**config.mk**
```make
export PLATFORM = sky130hd
export DESIGN_NAME = usb_tx
export DESIGN_NICKNAME = d
export VERILOG_FILES = /design/src/rtl/usb_tx_pkg.sv /design/src/rtl/usb_crc16_gen.sv /design/src/rtl/usb_tx.sv
export SDC_FILE = /design/constraint.sdc
export NUM_CORES = 1
export LEC_CHECK = 0
export ABC_AREA = 0
export ABC_CLOCK_PERIOD_IN_PS = 2400
export BUFFER_PORTS_ARGS = -buffer_cell sky130_fd_sc_hd__buf_2
export CAP_MARGIN = 25
export CORE_UTILIZATION = 35
export CTS_CLUSTER_SIZE = 25
export DETAILED_ROUTE_END_ITERATION = 8
export PLACE_DENSITY = 0.62
export SETUP_SLACK_MARGIN = 0.1
export SLEW_MARGIN = 20
export SYNTH_ARGS = -nofsm -noshare
export SYNTH_HDL_FRONTEND = slang
export SYNTH_SLANG_ARGS = --single-unit
export TNS_END_PERCENT = 20
```
**constraint.sdc**
```tcl
create_clock -name clk -period 2.4 [get_ports clk]
set_clock_uncertainty 0.15 [all_clocks]
set_input_delay 0.12 -clock clk [delete_from_list [all_inputs] [get_ports clk]]
set_output_delay 0.12 -clock clk [all_outputs]
set_load 0.01 [all_outputs]
```
**src/rtl/usb_tx_pkg.sv**
```systemverilog
// usb_tx_pkg: packet request encoding, PIDs, SYNC byte, CRC16 constants and bit timing.
// Latency: n/a (types, constants and pure functions only).
// Backpressure: n/a.
package usb_tx_pkg;

  // Request codes driven by the protocol controller on tx_packet
  typedef enum logic [1:0] {
    PKT_IDLE = 2'b00,
    PKT_DATA = 2'b01,
    PKT_ACK  = 2'b10,
    PKT_NAK  = 2'b11
  } tx_pkt_e;

  // Serialiser segments; the state names the field the next bit comes from
  typedef enum logic [2:0] {
    ST_IDLE,
    ST_SYNC,
    ST_PID,
    ST_PAYLOAD,
    ST_CRC,
    ST_EOP
  } tx_state_e;

  localparam logic [7:0]  SYNC_BYTE   = 8'h80;
  localparam logic [7:0]  PID_ACK     = 8'hD2;
  localparam logic [7:0]  PID_NAK     = 8'h5A;
  localparam logic [7:0]  PID_DATA0   = 8'hC3;
  localparam logic [7:0]  PID_DATA1   = 8'h4B;

  localparam logic [15:0] CRC16_POLY  = 16'h8005;
  localparam logic [15:0] CRC16_INIT  = 16'hFFFF;

  localparam logic [6:0]  MAX_PAYLOAD = 7'd64;

  // Bit-period pattern {8,8,9} clk; averages the 12 Mb/s bit time on this clock
  localparam logic [3:0]  BIT_LEN_SHORT = 4'd8;
  localparam logic [3:0]  BIT_LEN_LONG  = 4'd9;
  localparam logic [1:0]  LAST_PHASE    = 2'd2;

  // Length in clk of the bit period started in the given phase
  function automatic logic [3:0] bit_len(input logic [1:0] phase);
    return (phase == LAST_PHASE) ? BIT_LEN_LONG : BIT_LEN_SHORT;
  endfunction

  // One serial CRC16 step for a bit taken in send order
  function automatic logic [15:0] crc16_step(input logic [15:0] crc, input logic bit_in);
    logic fb;
    fb = bit_in ^ crc[15];
    return fb ? ({crc[14:0], 1'b0} ^ CRC16_POLY) : {crc[14:0], 1'b0};
  endfunction

endpackage

```
**src/rtl/usb_crc16_gen.sv**
```systemverilog
// usb_crc16_gen: serial USB CRC16 over payload bits in send order.
// Latency: crc reflects a shifted bit one clk after shift_en.
// Backpressure: none; shifts only when shift_en is high, holds otherwise.
module usb_crc16_gen
  import usb_tx_pkg::*;
(
  input  logic        clk,
  input  logic        n_rst,
  input  logic        clear,
  input  logic        shift_en,
  input  logic        bit_in,
  output logic [15:0] crc
);

  logic [15:0] r_crc;

  // Remainder register: preset on reset/clear, advanced one bit per shift_en
  always_ff @(posedge clk) begin
    if (n_rst || clear) begin
      r_crc <= CRC16_INIT;
    end else if (shift_en) begin
      r_crc <= crc16_step(r_crc, bit_in);
    end
  end

  assign crc = r_crc;

endmodule

```
**src/rtl/usb_tx.sv**
```systemverilog
// usb_tx: full-speed USB transmit encoder (SYNC, PID, payload, CRC16, EOP; LSB-first, bit-stuffed, NRZI).
// Latency: first SYNC bit on the line one clk after the request is latched; tx_done one clk after EOP J ends.
// Backpressure: requests ignored until tx_done; payload pulled one byte per get_tx_packet. Option: USB_TX_PID_TOGGLE_EN.
module usb_tx
  import usb_tx_pkg::*;
(
  input  logic       clk,
  input  logic       n_rst,
  input  logic [1:0] tx_packet,
  input  logic [6:0] tx_packet_data_size,
  input  logic [7:0] tx_packet_data,
  output logic       dPlus_out,
  output logic       dMinus_out,
  output logic       tx_done,
  output logic       get_tx_packet
);

  tx_state_e   r_state;
  logic [3:0]  r_cnt;         // clk left in the current bit period
  logic [1:0]  r_phase;       // position in the {8,8,9} pattern for the next period
  logic [3:0]  r_idx;         // bit index within the current field
  logic [2:0]  r_ones;        // run of consecutive logical 1s on the wire
  logic        r_level;       // NRZI line level, 1 = J
  logic        r_is_data;
  logic [7:0]  r_pid;
  logic [7:0]  r_byte;
  logic [6:0]  r_bytes_left;
  logic        r_dp;
  logic        r_dm;
  logic        r_done;
  logic        r_get;

  tx_pkt_e     w_pkt;
  logic [6:0]  w_size;
  logic        w_start;
  logic        w_tick;
  logic        w_stuff;
  logic        w_bit;
  logic        w_next_level;
  logic        w_crc_shift;
  logic        w_eop_end;
  logic [7:0]  w_data_pid;
  logic [15:0] w_crc;

  assign w_pkt        = tx_pkt_e'(tx_packet);
  assign w_size       = (tx_packet_data_size > MAX_PAYLOAD) ? MAX_PAYLOAD : tx_packet_data_size;
  // A request held through the tx_done cycle must not restart a packet
  assign w_start      = (r_state == ST_IDLE) && !r_done && (w_pkt != PKT_IDLE);
  assign w_tick       = (r_state != ST_IDLE) && (r_cnt == 4'd0);
  assign w_stuff      = (r_ones == 3'd6);
  assign w_next_level = w_bit ? r_level : ~r_level;
  assign w_crc_shift  = w_tick && !w_stuff && (r_state == ST_PAYLOAD);
  assign w_eop_end    = w_tick && (r_state == ST_EOP) && (r_idx == 4'd3);

`ifdef USB_TX_PID_TOGGLE_EN
  logic r_toggle;

  // Data toggle: flips when a DATA packet completes
  always_ff @(posedge clk) begin
    if (n_rst) begin
      r_toggle <= 1'b0;
    end else if (w_eop_end && r_is_data) begin
      r_toggle <= ~r_toggle;
    end
  end

  assign w_data_pid = r_toggle ? PID_DATA1 : PID_DATA0;
`else
  assign w_data_pid = PID_DATA0;
`endif

  // Logical bit the current field would send next (before stuffing)
  always_comb begin
    w_bit = 1'b1;
    case (r_state)
      ST_SYNC:    w_bit = SYNC_BYTE[r_idx[2:0]];
      ST_PID:     w_bit = r_pid[r_idx[2:0]];
      ST_PAYLOAD: w_bit = r_byte[r_idx[2:0]];
      ST_CRC:     w_bit = ~w_crc[4'd15 - r_idx];
      default:    w_bit = 1'b1;
    endcase
  end

  usb_crc16_gen u_crc (
    .clk      (clk),
    .n_rst    (n_rst),
    .clear    (w_start),
    .shift_en (w_crc_shift),
    .bit_in   (w_bit),
    .crc      (w_crc)
  );

  // Packet FSM, bit timer, stuffer and NRZI driver; all line outputs registered
  always_ff @(posedge clk) begin
    if (n_rst) begin
      r_state      <= ST_IDLE;
      r_cnt        <= 4'd0;
      r_phase      <= 2'd0;
      r_idx        <= 4'd0;
      r_ones       <= 3'd0;
      r_level      <= 1'b1;
      r_is_data    <= 1'b0;
      r_pid        <= 8'd0;
      r_byte       <= 8'd0;
      r_bytes_left <= 7'd0;
      r_dp         <= 1'b1;
      r_dm         <= 1'b0;
      r_done       <= 1'b0;
      r_get        <= 1'b0;
    end else begin
      r_done <= 1'b0;
      r_get  <= 1'b0;
      // Payload byte is captured the clk after the fetch pulse
      if (r_get) begin
        r_byte <= tx_packet_data;
      end

      if (w_start) begin
        r_state      <= ST_SYNC;
        r_cnt        <= 4'd0;
        r_phase      <= 2'd0;
        r_idx        <= 4'd0;
        r_ones       <= 3'd0;
        r_level      <= 1'b1;
        r_is_data    <= (w_pkt == PKT_DATA);
        r_bytes_left <= w_size;
        case (w_pkt)
          PKT_ACK: r_pid <= PID_ACK;
          PKT_NAK: r_pid <= PID_NAK;
          default: r_pid <= w_data_pid;
        endcase
      end else if (w_tick) begin
        r_cnt   <= bit_len(r_phase) - 4'd1;
        r_phase <= (r_phase == LAST_PHASE) ? 2'd0 : r_phase + 2'd1;

        if (w_stuff) begin
          // Stuffed 0: toggle the line, field position unchanged
          r_ones  <= 3'd0;
          r_level <= ~r_level;
          r_dp    <= ~r_level;
          r_dm    <= r_level;
        end else begin
          case (r_state)
            ST_SYNC, ST_PID, ST_PAYLOAD, ST_CRC: begin
              r_ones  <= w_bit ? r_ones + 3'd1 : 3'd0;
              r_level <= w_next_level;
              r_dp    <= w_next_level;
              r_dm    <= ~w_next_level;
              r_idx   <= r_idx + 4'd1;

              if (r_state == ST_SYNC && r_idx == 4'd7) begin
                r_state <= ST_PID;
                r_idx   <= 4'd0;
              end else if (r_state == ST_PID && r_idx == 4'd7) begin
                r_idx <= 4'd0;
                if (!r_is_data) begin
                  r_state <= ST_EOP;
                end else if (r_bytes_left != 7'd0) begin
                  r_state <= ST_PAYLOAD;
                  r_get   <= 1'b1;
                end else begin
                  r_state <= ST_CRC;
                end
              end else if (r_state == ST_PAYLOAD && r_idx == 4'd7) begin
                r_idx        <= 4'd0;
                r_bytes_left <= r_bytes_left - 7'd1;
                if (r_bytes_left == 7'd1) begin
                  r_state <= ST_CRC;
                end else begin
                  r_get <= 1'b1;
                end
              end else if (r_state == ST_CRC && r_idx == 4'd15) begin
                r_state <= ST_EOP;
                r_idx   <= 4'd0;
              end
            end
            ST_EOP: begin
              r_ones <= 3'd0;
              r_idx  <= r_idx + 4'd1;
              if (r_idx < 4'd2) begin
                // SE0
                r_dp <= 1'b0;
                r_dm <= 1'b0;
              end else if (r_idx == 4'd2) begin
                // Closing J; NRZI reference returns to J
                r_dp    <= 1'b1;
                r_dm    <= 1'b0;
                r_level <= 1'b1;
              end else begin
                r_state <= ST_IDLE;
                r_idx   <= 4'd0;
                r_done  <= 1'b1;
              end
            end
            default: r_state <= ST_IDLE;
          endcase
        end
      end else if (r_state != ST_IDLE) begin
        r_cnt <= r_cnt - 4'd1;
      end
    end
  end

  assign dPlus_out     = r_dp;
  assign dMinus_out    = r_dm;
  assign tx_done       = r_done;
  assign get_tx_packet = r_get;

endmodule

```
* Word-level counts from Yosys, hierarchy flattened
Memories as Yosys holds them, arrays and structs flattened. A register that Yosys moved wholly into a read port is not among the register bits.
Cells that the tools add are included.
** Cells by class
- $add $sub $neg :: 7
- Magnitude comparators :: 4
- Equal/unequal tests :: 28
- Mux-type cells :: 65
- Bitwise logic cells :: 10
- Reductions and logical operators :: 34
** Operator list (count)
- 7-bit two-way mux :: 8
- 3-bit two-way mux :: 13
- 4-bit two-way mux :: 8
- 1-bit two-way mux :: 23
- 6-bit AND reduction :: 3
- 16-bit two-way mux :: 1
- 8-bit one-hot mux with 2 select lines :: 1
- 6-bit by 5-bit inequality test with 1-bit output, second input constant :: 2
- 3-bit one-hot mux with 2 select lines :: 2
- 2-bit nonzero test :: 6
- 6-bit OR reduction :: 2
- 5-bit inequality test, second input constant :: 2
- 3-bit equality test, second input constant :: 3
- 1-bit logical AND :: 9
- 3-bit by 2-bit inequality test with 1-bit output, second input constant :: 3
- 1-bit NOT :: 8
- 4-bit one-hot mux with 2 select lines :: 1
- 4-bit AND reduction :: 2
- 4-bit by 1-bit subtractor with 4-bit output, second input constant :: 2
- 7-bit by 1-bit equality test with 1-bit output, second input constant :: 1
- 7-bit greater-than comparator, second input constant :: 1
- 7-bit nonzero test :: 1
- 7-bit by 1-bit subtractor with 7-bit output, second input constant :: 1
- 1-bit binary-select mux with 3-bit select :: 2
- 33 further kinds :: 43
** Storage, ports and cells
- Flip-flop bits (word level) :: 61
- Memory bits (read-only) :: 8
- Bits of input ports :: 19
- Output and inout bits :: 4
- Logic and storage cells :: 165
- Memories kept :: 1
** Memories
- (no name shown) :: words 8, bits a word 1, read ports 1, clocked after Yosys merged registers in 1, wr ports 0, RTL line usb_tx.sv:76 : ST_SYNC: w_bit = SYNC_BYTE[r_idx[2:0]];

* Logic depth before layout (Yosys ltp)
Gate-level depths: netlist (run 1).
- Depth after elaboration :: 10
- Depth in mapped cells :: 12
- Mapped depth without buffers :: 9

* By module
A second synthesis (run 1) with hierarchy kept.
** Unflattened totals
- Cells, all modules :: 373
- Area, all modules :: 3213.1 um^2
** Modules (own cells, without submodules)
- usb_tx :: times used 1, cells each 315, area an instance 2611.3 um^2, seq. area each 860.8 um^2
- usb_crc16_gen :: times used 1, cells each 58, area an instance 601.8 um^2, seq. area each 320.3 um^2

* Least setup slack after synthesis (run 1)
Ideal clock, no wire load.
- Path type :: register -> register
- From :: register r_idx[2]
- To :: register r_dp (netlist: dPlus_out)
- Library setup time :: 122 ps
- Arrival :: 2266 ps
- Required time :: 2128 ps
- Slack :: -138 ps
- Cell stages (with the launch flop) :: 9
- Cell sequence :: dfxtp_1 -> buf_6 -> mux4_2 -> mux2_4 -> a2111oi_4 -> a2111oi_4 -> nor4_4 -> a21oi_2 -> a221o_1
** On the way
- Longest elaborated chain between the ends :: 8
- Elaborated cells between the ends (all ways) :: 17
- Classes of those cells :: 1 x add/sub; 1 x order compare; 2 x eq/ne; 11 x mux; 1 x bitwise; 1 x reduce/logical
** RTL lines
- from (decl) :: RTL line usb_tx.sv:21 : logic [3:0] r_idx;
- from (signal assigned) :: RTL line usb_tx.sv:149 : r_idx <= r_idx + 4'd1;
- from (signal assigned) :: RTL line usb_tx.sv:179 : r_idx <= r_idx + 4'd1;
- 4-bit subtractor :: RTL line usb_tx.sv:79 : ST_CRC: w_bit = ~w_crc[4'd15 - r_idx];
- 1-bit binary-select mux with 4-bit select :: RTL line usb_tx.sv:79
- 1-bit two-way mux (implied by the code) :: RTL line usb_tx.sv:79
- 1-bit NOT :: RTL line usb_tx.sv:79
- 1-bit one-hot mux with 4 select lines :: RTL line usb_tx.sv:75 : case (r_state)
- 1-bit two-way mux :: RTL line usb_tx.sv:51 : assign w_next_level = w_bit ? r_level : ~r_level;
- 1-bit one-hot mux with 2 select lines :: RTL line usb_tx.sv:143 : case (r_state)
- 1-bit two-way mux :: RTL line usb_tx.sv:136 : if (w_stuff) begin
- to (signal assigned) :: RTL line usb_tx.sv:140 : r_dp <= ~r_level;
- to (signal assigned) :: RTL line usb_tx.sv:147 : r_dp <= w_next_level;
- to (decl) :: RTL line usb_tx.sv:28 : logic r_dp;
Several ways; a longest one is shown, not always the timed one. The select of a mux whose other input is x is not followed.
A chain may end at the register's enable or synchronous reset.

* Final worst setup path (run 1)
Same ends and word-level chain as after synthesis.

==> results of run 1 <==
worst min-delay path by stage:
stage,start,to,slack [ps],cells after the start
after global placement,tx_packet_data_size[5],r_bytes_left[5],170,3
after detailed placement,tx_packet_data_size[5],r_bytes_left[5],170,3
after floorplan,tx_packet_data_size[5],r_bytes_left[5],80,2
final,n_rst,r_byte[0],80,2
after CTS,n_rst,r_byte[6],60,2
after global routing,n_rst,r_byte[0],80,2
through the flow:
stage,instances,power [mW],instance area [um^2],utilization [%],hold WS [ps]
after floorplan,364,1.94,3070,-,78.6
after global placement,513,2.32,3550,42.5,171
after detailed placement,513,2.35,3550,42.5,174
after CTS,550,3.42,4000,47.9,62.3
after global routing,555,3.66,4060,48.7,77.8
final,555,3.44,4060,48.7,76.6
worst max-delay path: stages (launching register included):
cell       delay (ps)
dfxtp_4           380
mux4_2            490
mux2_4            290
a2111oi_4         340
a2111oi_4          90
buf_4             160
nor4_4            170
a21oi_2            60
a221o_1           290
area by class of cell:
| class | instances | area [um^2] |
|---|---|---|
| Fill cell | 814 | 4280 |
| Multi-Input combinational cell | 268 | 1760 |
| Sequential cell | 59 | 1190 |
| Timing Repair Buffer | 96 | 719 |
| Clock buffer | 12 | 165 |
| Tap cell | 105 | 131 |
| Clock inverter | 4 | 47.5 |
| Inverter | 11 | 41.3 |
state kept, by name, summed over array words and instances, names as in the netlist, 2 cells and up, named ones only:
signal,count
r_ones,3
r_pid,5
r_state,3
r_idx,4
r_phase,2
r_byte,8
r_cnt,4
r_bytes_left,7
u_crc.crc,16
what timing repair did:
action	in CTS	in global routing
setup buffers	4	5
hold buffers	17	0
hold endpoints to repair	20	0
gates resized for setup	11	13
pin swaps	8	8
endpoints found under the setup margin	25	41
gates cloned	0	0
where the power goes:
group	switching [mW]	internal [mW]	total (mW)
Clock	0.405	0.561	0.965
Sequential	0.0922	1.08	1.18
Combinational	0.693	0.608	1.30
Total	1.19	2.25	3.44
per-layer routing:
metal | share of wire [%] | GRT usage, %
met1 | 49 | 24.2
met3 | 3.1 | 3.59
met2 | 46 | 29.8
met4 | 2.1 | 8.58
met5 | 0 | 0
cell usage in the layout, fill, tap and decap left out, types with 11 or more instances in the layout:
cell	instances
dfxtp_1	56
buf_4	54
nand2_1	48
nor2_1	36
nand3_1	27
a21oi_1	23
buf_2	22
dlygate4sd3_1	17
mux2i_1	12
clkbuf_8	12
inv_1	11
o21ai_0	11
kinds of logic after synthesis:
| family | count (synthesis) | share of synthesized area, % |
|---|---|---|
| adder cells (fa/ha/maj) | 6 | 2.46 |
| AO/OA/AOI/OAI | 72 | 16.4 |
| AND/OR/NAND/NOR | 161 | 25.6 |
| flip-flops | 59 | 38.7 |
| buffers and inverters | 37 | 5.12 |
| XOR/XNOR | 11 | 3.60 |
| multiplexers | 18 | 8.11 |
==> summary.md, run 1 <==
| Metric | Value |
|---|---|
| Global-route wire length before repair | `12.8 mm` |
| Synth-to-Final Area Change | `32.9%` |
| Worst Setup End Kind | `flip-flop` |
| Worst endpoint data arrival time | `2610 ps` |
| Pre-CTS setup slack | `-334 ps` |
| Minimum clock period | `2530 ps` |
| Most common flop cell mapped by yosys | `dfxtp_1` |
| Clk slew on worst S/H paths | `70 ps` |
| Final setup fails | `6` |
| Setup tns final | `-390 ps` |
| Endpoint of the worst-slack reg-to-reg timing path | `dPlus_out` |
| Yosys warns | `0` |
| Routed wire per std cell | `14.0 um` |
| Tightest Pin Transition | `628 ps` |
| I/O Pins | `23` |
| Core ar. | `8340 um^2` |
| Failing checks | `negative setup slack` |
| Crit path to | `dPlus_out` |
| Worst Reg-to-Reg Cells | `8` |
| Yosys top cell by area | `dfxtp_1` |
| Critical Path Start | `r_idx[2]` |
| Syn_nets | `389` |
| Layout Nets | `470` |
| Final HPWL DP | `5.42 mm` |
| Synth area leaders | `dfxtp_1 39%, nand2_1 5.9%, nand3_1 4.6%` |
| Synthesized area | `3060 um^2` |
| Count leader, synth | `dfxtp_1` |
| Cell variety after synth | `53` |
| Pleak | `1.62 nW` |
| Rows | `33` |
| Startpoint types | `flip-flop` |
| Htree depth | `3` |
| Yosys reg bits | `59` |
| Ys async rst share | `0%` |
| Slew Viols, Final | `0` |
| Critical path fanouts, max | `4` |
| DR vias/cell | `5.16` |
| Synth Instances | `364` |
| Clk root buf | `clkbuf_8` |
| Vias in the first global route | `2750` |
| Critical Setup Path Class | `flip-flop to flip-flop` |
| RSZ-0062 raised after global routing | `yes` |
| Yosys top cell area share | `38.7%` |
| TritonRoute pass-1 iters | `6` |
| Worst-case clock buffer depth | `2` |
| R2R setup slack | `-130 ps` |
| Seq/Total Area, Yosys | `38.7%` |
| Number of synthesized flops with an enable pin | `0` |
| Max Freq | `395 MHz` |
| I/O Buffers | `22` |
| Total clock sinks | `59` |
| Drt drc | `0` |
| # diodes | `0` |
| Pwr Density | `848 nW/um^2` |
| R2r startpoint | `r_idx[2]` |
| Antenna violations before repair | `0` |
| Commonest cells post-synth | `59 x dfxtp_1, 48 x nand2_1, 36 x nor2_1, 28 x nand3_1, 25 x a21oi_1` |
| Routability cong. | `0.824` |
| VDD IR max | `0.329 mV` |
| Die Span Y | `95.4 um` |
| Final period util | `105%` |
| Die Wd | `95.4 um` |
| CP required | `2490 ps` |
| Remaining Overflow, GRT | `0` |
| Routed wire length | `7.76 mm` |
| Initial DRC count | `119` |
| Hold WC Path Type | `input pin to flip-flop` |
| Synthesized area per cell | `8.39 um^2` |
| Starting Density | `36.6%` |
| Via count | `2862` |
| Max-Cap Viols | `0` |
| Post-DRT Antenna Nets | `0` |
| Total CTS buffers | `9` |
| Status | `finished with violations` |
| Pin count of the biggest net entering global routing | `25` |
| Worst rel slew slack | `58.0%` |
| CTS tree | `done` |
| Total Routing Usage GR | `18.6%` |
| Clock Latency Late Sink | `350 ps` |
| Fin. Hold Viols | `0` |
| Die ar. | `9110 um^2` |
| Final WS setup | `-130 ps` |
| Layout cells sized above 1 | `27.3%` |
Power figures use the tool's default switching activity.
==> run 2: changes to the inputs <==
- ABC_CLOCK_PERIOD_IN_PS: 2400 -> 2250
- SYNTH_HIERARCHICAL: default -> 1
- clock period: 2.4 -> 2.25 ns (I/O delays scaled with it)
==> summary.md, run 2 <==
| Metric | Value |
|---|---|
| Final HPWL DP | `5.43 mm` |
| Cell Int Power | `2.30 mW` |
| Vias in the first global route | `2776` |
| Critical Setup Path Class | `flip-flop to flip-flop` |
| Worst-case clock buffer depth | `2` |
| Commonest cells post-synth | `59 x dfxtp_1, 43 x nand2_1, 36 x a21oi_1, 35 x nor2_1, 24 x mux2i_1` |
| Seq/Total Area, Yosys | `36.8%` |
| Tightest Pin Transition | `584 ps` |
| Worst Reg-to-Reg Cells | `7` |
| Core ar. | `8810 um^2` |
| Minimum clock period | `2220 ps` |
| Setup tns final | `0 ps` |
| Crit-path cells | `mux4_2, a311oi_2, o211ai_1, nand3_2, xor2_2, and3_4, o21ai_1` |
| Count leader, synth | `dfxtp_1` |
| Critical path fanouts, max | `7` |
| Global-route wire length before repair | `13.3 mm` |
| Yosys top cell area share | `36.8%` |
| Yosys reg bits | `59` |
| NetSw | `1.50 mW` |
| DR vias/cell | `5.16` |
| Routability cong. | `0.871` |
| Clk slew on worst S/H paths | `70 ps` |
| I/O Pins | `23` |
| Core Util, Final | `46.6%` |
| Post-Synth XOR/XNOR Area | `2.73%` |
| Number of synthesized flops with an enable pin | `0` |
| Die Span Y | `97.8 um` |
| DP Area | `3640 um^2` |
| Die Wd | `97.8 um` |
| CTS tree | `done` |
| Total clock sinks | `59` |
| Largest register FFs | `16` |
| Endpoint of the worst-slack reg-to-reg timing path | `u_crc/crc[15]` |
| Slew Viols, Final | `0` |
| Routed wire per std cell | `14.0 um` |
| Most common flop cell mapped by yosys | `dfxtp_1` |
| Ys async rst share | `0%` |
| Worst rel slew slack | `61.0%` |
| Biggest cell delay along the critical path | `510 ps` |
| Antenna violations before repair | `0` |
| Post-DRT Antenna Nets | `0` |
| Rows | `34` |
| Largest family of logic cells by synthesized area | `simple AND/OR/NAND/NOR gates` |
| Startpoint types | `flip-flop` |
| Worst Setup End Kind | `flip-flop` |
| Crit path to | `u_crc/crc[15]` |
| Total Routing Usage GR | `17.4%` |
| Pwr Density | `924 nW/um^2` |
| Worst endpoint data arrival time | `2270 ps` |
| Critical Path Start | `r_idx[0]` |
| Clk root buf | `clkbuf_8` |
| Commonest cells after routing, fill and taps aside | `54 x dfxtp_1, 43 x nand2_1, 37 x buf_4` |
| Clock power frac | `22.9%` |
| Leading cell type in the layout, fill and taps excluded | `dfxtp_1` |
| Hold WC Path Type | `input pin to flip-flop` |
| Synthesized area | `3210 um^2` |
| Synth Instances | `373` |
| TritonRoute pass-1 iters | `4` |
| Synth-to-Final Area Change | `27.8%` |
| R2R setup slack | `30 ps` |
| Max Freq | `451 MHz` |
| Htree depth | `3` |
| Pin count of the biggest net entering global routing | `30` |
| Sw Share | `39.4%` |
| Cell variety after synth | `66` |
| Finished layout cell area | `4110 um^2` |
| Fin. Hold Viols | `0` |
| Layout Nets | `461` |
| Initial DRC count | `172` |
| Yosys warns | `6` |
| Synthesized area per cell | `8.61 um^2` |
| Max-Cap Viols | `0` |
| Logic pwr share | `43.1%` |
| Starting Density | `36.5%` |
| # diodes | `0` |
| Synth area leaders | `dfxtp_1 37%, mux2i_1 7.5%, a21oi_1 5.6%` |
| I/O Buffers | `22` |
| Sequential fraction of design power | `34.0%` |
| Worst path slowest cell | `mux4_2` |
| Layout cells sized above 1 | `28.6%` |
| Die ar. | `9570 um^2` |
| Clock Latency Late Sink | `350 ps` |
| CP required | `2300 ps` |
| Total CTS buffers | `9` |
| Status | `completed` |
| Remaining Overflow, GRT | `0` |
| Final setup fails | `0` |
| Syn_nets | `398` |
| RSZ-0062 raised after global routing | `yes` |
| Pleak | `1.48 nW` |
| Multiplexer share of the synthesized area | `11.0%` |
| VDD IR max | `0.514 mV` |
| Via count | `2834` |
| Post-synthesis simple-gate area fraction | `22.9%` |
| Adder-cell share of the synthesized area | `2.34%` |
| Yosys top cell by area | `dfxtp_1` |
| R2r startpoint | `r_idx[0]` |
| Compound-gate portion of the synthesized area | `18.7%` |
| Drt drc | `0` |
| Final period util | `98.6%` |
| Routed wire length | `7.68 mm` |
-- run 2: metrics by stage --
step / hold WS, ps / total power [mW] / setup WS [ps] / cells
after floorplan: 71.2 / 2.31 / 46.3 / 373
after global placement: 197 / 2.74 / 3.56 / 515
after detailed placement: 204 / 2.76 / -86.2 / 515
after CTS: 17.4 / 3.70 / 13.4 / 549
after global routing: 55.6 / 4.06 / -112 / 549
final: 26.1 / 3.80 / 31.6 / 549
-- run 2: power groups by stage --
stage	clock network [mW]	registers, mW	logic, mW
after floorplan	0	1.27	1.05
after CTS	0.891	1.28	1.53
after detailed placement	0	1.30	1.46
after global placement	0	1.30	1.44
final	0.870	1.29	1.64
after global routing	0.941	1.31	1.81
-- run 2: logic make-up after synthesis --
| kind of cell | after synthesis |
|---|---|
| buffers and inverters | 37 |
| DFF | 59 |
| xor gates and xnor gates | 10 |
| adders and majority gates | 6 |
| AOI/OAI and AO/OA | 88 |
| and+or+nand+nor | 143 |
| muxes | 30 |
-- run 2: worst max-delay path, delay by kind of cell, from the launching register on --
family                    cells  cell delay [ps]
DFF                           1              400
AOI/OAI and AO/OA             3              460
and+or+nand+nor               2              380
xor gates and xnor gates      1              170
muxes                         1              510
-- run 2: how the worst min path moves through the flow --
stage / from / to / slack, ps / depth (start not counted)
finish: tx_packet_data_size[6] / r_bytes_left[6] / 30 / 3
global route: tx_packet_data_size[6] / r_bytes_left[6] / 60 / 3
CTS: tx_packet_data_size[6] / r_bytes_left[6] / 20 / 3
detailed placement: tx_packet_data[2] / r_byte[2] / 200 / 3
global placement: tx_packet_data[4] / r_byte[4] / 200 / 3
floorplan: tx_packet[0] / r_pid[7] / 70 / 1
-- run 2: metal layers --
metal  vias up  part of all wire, %  global-route usage [%]
met5         -                    0                       0
met4         0                  1.7                    6.99
met3        13                  3.5                    4.01
met2        47                   48                    29.5
met1      1317                   47                    21.4
li1       1457                    -                       -
-- run 2: final cells by class --
type / instances / area, um^2
Fill cell: 842 / 4700
Multi-Input combinational cell: 277 / 1960
Sequential cell: 59 / 1190
Timing Repair Buffer: 78 / 599
Tap cell: 108 / 135
Clock buffer: 9 / 124
Clock inverter: 7 / 53.8
Inverter: 11 / 42.5
-- run 2: what timing repair did --
| item | 4_1_cts | 5_1_grt |
|---|---|---|
| pin swaps | 5 | 4 |
| endpoints found under the setup margin | 10 | 30 |
| hold endpoints to repair | 19 | 0 |
| hold buffers | 16 | 0 |
| gates resized for setup | 5 | 23 |
| setup buffers | 2 | 0 |
==> run 3: changes to the inputs <==
- CAP_MARGIN: 25 -> 20
- GPL_TIMING_DRIVEN: default -> 0
- MAX_ROUTING_LAYER: default -> met4
==> summary.md, run 3 (same netlist as run 2, synthesis figures left out) <==
| Metric | Value |
|---|---|
| Drt drc | `0` |
| Routed wire length | `8.00 mm` |
| I/O Buffers | `22` |
| Worst-case clock buffer depth | `2` |
| Fin. Hold Viols | `0` |
| NetSw | `1.48 mW` |
| Setup tns final | `-714 ps` |
| Cell Int Power | `2.35 mW` |
| Layout cells sized above 1 | `30.3%` |
| Endpoint of the worst-slack reg-to-reg timing path | `r_level` |
| Largest register FFs | `16` |
| Worst rel slew slack | `62.3%` |
| Layout Nets | `462` |
| CTS tree | `done` |
| Die ar. | `9570 um^2` |
| Total clock sinks | `59` |
| Status | `finished with violations` |
| Clk slew on worst S/H paths | `60 ps` |
| Logic pwr share | `45.7%` |
| R2r startpoint | `r_idx[0]` |
| Rows | `34` |
| Initial DRC count | `111` |
| Starting Density | `36.5%` |
| Crit-path cells | `buf_8, mux4_2, a311oi_2, o211ai_1, buf_4, buf_6, a31oi_4, nand3_2, o31a_1` |
| Pwr Density | `922 nW/um^2` |
| Pleak | `1.50 nW` |
| Final period util | `106%` |
| Met2 usage | `27.9%` |
| Tightest Pin Transition | `566 ps` |
| Sw Share | `38.6%` |
| CP required | `2330 ps` |
| VDD IR max | `0.417 mV` |
| Routability cong. | `0.905` |
| Die Span Y | `97.8 um` |
| RSZ-0062 raised after global routing | `yes` |
| Final setup fails | `7` |
| Minimum clock period | `2400 ps` |
| Startpoint types | `flip-flop` |
| Clk root buf | `clkbuf_8` |
| # diodes | `0` |
| Slew Viols, Final | `0` |
| Clock Latency Late Sink | `340 ps` |
| Vias in the first global route | `2779` |
| Core ar. | `8810 um^2` |
| Finished layout cell area | `4160 um^2` |
| Worst path slowest cell | `mux4_2` |
| Global-route wire length before repair | `13.0 mm` |
| Min-delay src | `r_pid[3]` |
| TritonRoute pass-1 iters | `5` |
| Synth-to-Final Area Change | `29.4%` |
| Worst Hold Depth | `2` |
| Max-Cap Viols | `0` |
| Commonest cells after routing, fill and taps aside | `51 x dfxtp_1, 40 x nand2_1, 33 x nor2_1` |
| Sequential fraction of design power | `33.5%` |
| Clock power frac | `20.9%` |
| DR vias/cell | `5.48` |
| DP Area | `3470 um^2` |
| Total CTS buffers | `9` |
| Final WS setup | `-145 ps` |
| Biggest cell delay along the critical path | `520 ps` |
| Critical path fanouts, max | `6` |
| I/O Pins | `23` |
| Critical Setup Path Class | `flip-flop to flip-flop` |
| Worst endpoint data arrival time | `2470 ps` |
| Pin count of the biggest net entering global routing | `11` |
| Failing checks | `negative setup slack` |
| Worst Reg-to-Reg Cells | `9` |
| Die Wd | `97.8 um` |
| Worst Hold Path EP | `r_pid[3]` |
| Final HPWL DP | `5.34 mm` |
| Max Freq | `418 MHz` |
| GR met3 Demand/Resource | `5.30%` |
| Routed wire per std cell | `14.6 um` |
| Worst Setup End Kind | `flip-flop` |
| GRT Max-Usage Layer | `met2` |
| Total Routing Usage GR | `17.6%` |
| Remaining Overflow, GRT | `0` |
| Hold WC Path Type | `flip-flop to flip-flop` |
| Htree depth | `3` |
| Post-DRT Antenna Nets | `0` |
| Via count | `3000` |
| GR Layer Usage met1 | `21.3%` |
| Leading cell type in the layout, fill and taps excluded | `dfxtp_1` |
| Antenna violations before repair | `0` |
| R2R setup slack | `-150 ps` |
## run 3: cell count changes in the layout (fill, tap and decap cells not counted), moves of 4 or more
| cell | delta |
|---|---|
| buf_2 | +5 |
| clkbuf_2 | +4 |
| clkbuf_1 | +4 |
| buf_4 | -24 |
| buf_6 | +6 |
## run 3: critical path, delay by kind of cell (launching register included)
family,cells,cell delay (ps)
AO/OA/AOI/OAI,4,770
AND/OR/NAND/NOR,1,100
flip-flops,1,340
multiplexers,1,520
buffers and inverters,3,410
## run 3: per-layer routing
| metal | wire (um) | up-vias |
|---|---|---|
| met2 | 3840 | 88 |
| met3 | 420 | 18 |
| met4 | 149 | 0 |
| met1 | 3590 | 1435 |
| li1 | - | 1459 |
| met5 | 0 | - |
## run 3: final cells by class
cell class | count | area (um^2)
sequential | 59 | 1190
clock buffer | 10 | 138
clock inverter | 3 | 17.5
timing repair buffer | 53 | 412
buffer | 26 | 191
fill | 833 | 4650
inverter | 11 | 46.3
multi-input combinational | 277 | 2020
tap | 108 | 135
## run 3: per-stage QoR
| stage | hold WS [ps] | cells | power, mW | worst slack [ps] | utilization [%] |
|---|---|---|---|---|---|
| CTS | 313 | 539 | 3.62 | -86.8 | 45.0 |
| global route | 346 | 547 | 4.08 | -199 | 47.2 |
| floorplan | 71.2 | 373 | 2.31 | 46.3 | - |
| finish | 311 | 547 | 3.83 | -145 | 47.2 |
| global placement | 202 | 503 | 2.59 | -243 | 39.4 |
| detailed placement | 205 | 503 | 2.61 | -250 | 39.4 |
## run 3: timing repair
action,4_1_cts,5_1_grt
resized for setup,31,41
pin swaps,8,17
setup buffers,5,8
endpoints found under the setup margin,37,39
hold buffers,18,0
hold endpoints to repair,26,0
## run 3: worst max-delay path by stage
stage                    end  cells after the start  slack, ps      from
2_1_floorplan  u_crc/crc[15]                      8         50  r_idx[0]
3_3_place_gp    u_crc/crc[2]                      8       -240  r_idx[2]
3_5_place_dp    u_crc/crc[2]                      8       -250  r_idx[2]
4_1_cts              r_level                      8        -90  r_idx[0]
5_1_grt              r_level                      9       -200  r_idx[0]
6_report             r_level                      9       -150  r_idx[0]
## run 3: power by group through the flow
stage	registers (mW)	logic, mW	clock network, mW
CTS	1.27	1.52	0.832
global route	1.30	1.90	0.872
global placement	1.29	1.30	0
floorplan	1.27	1.05	0
detailed placement	1.29	1.32	0
finish	1.28	1.75	0.799
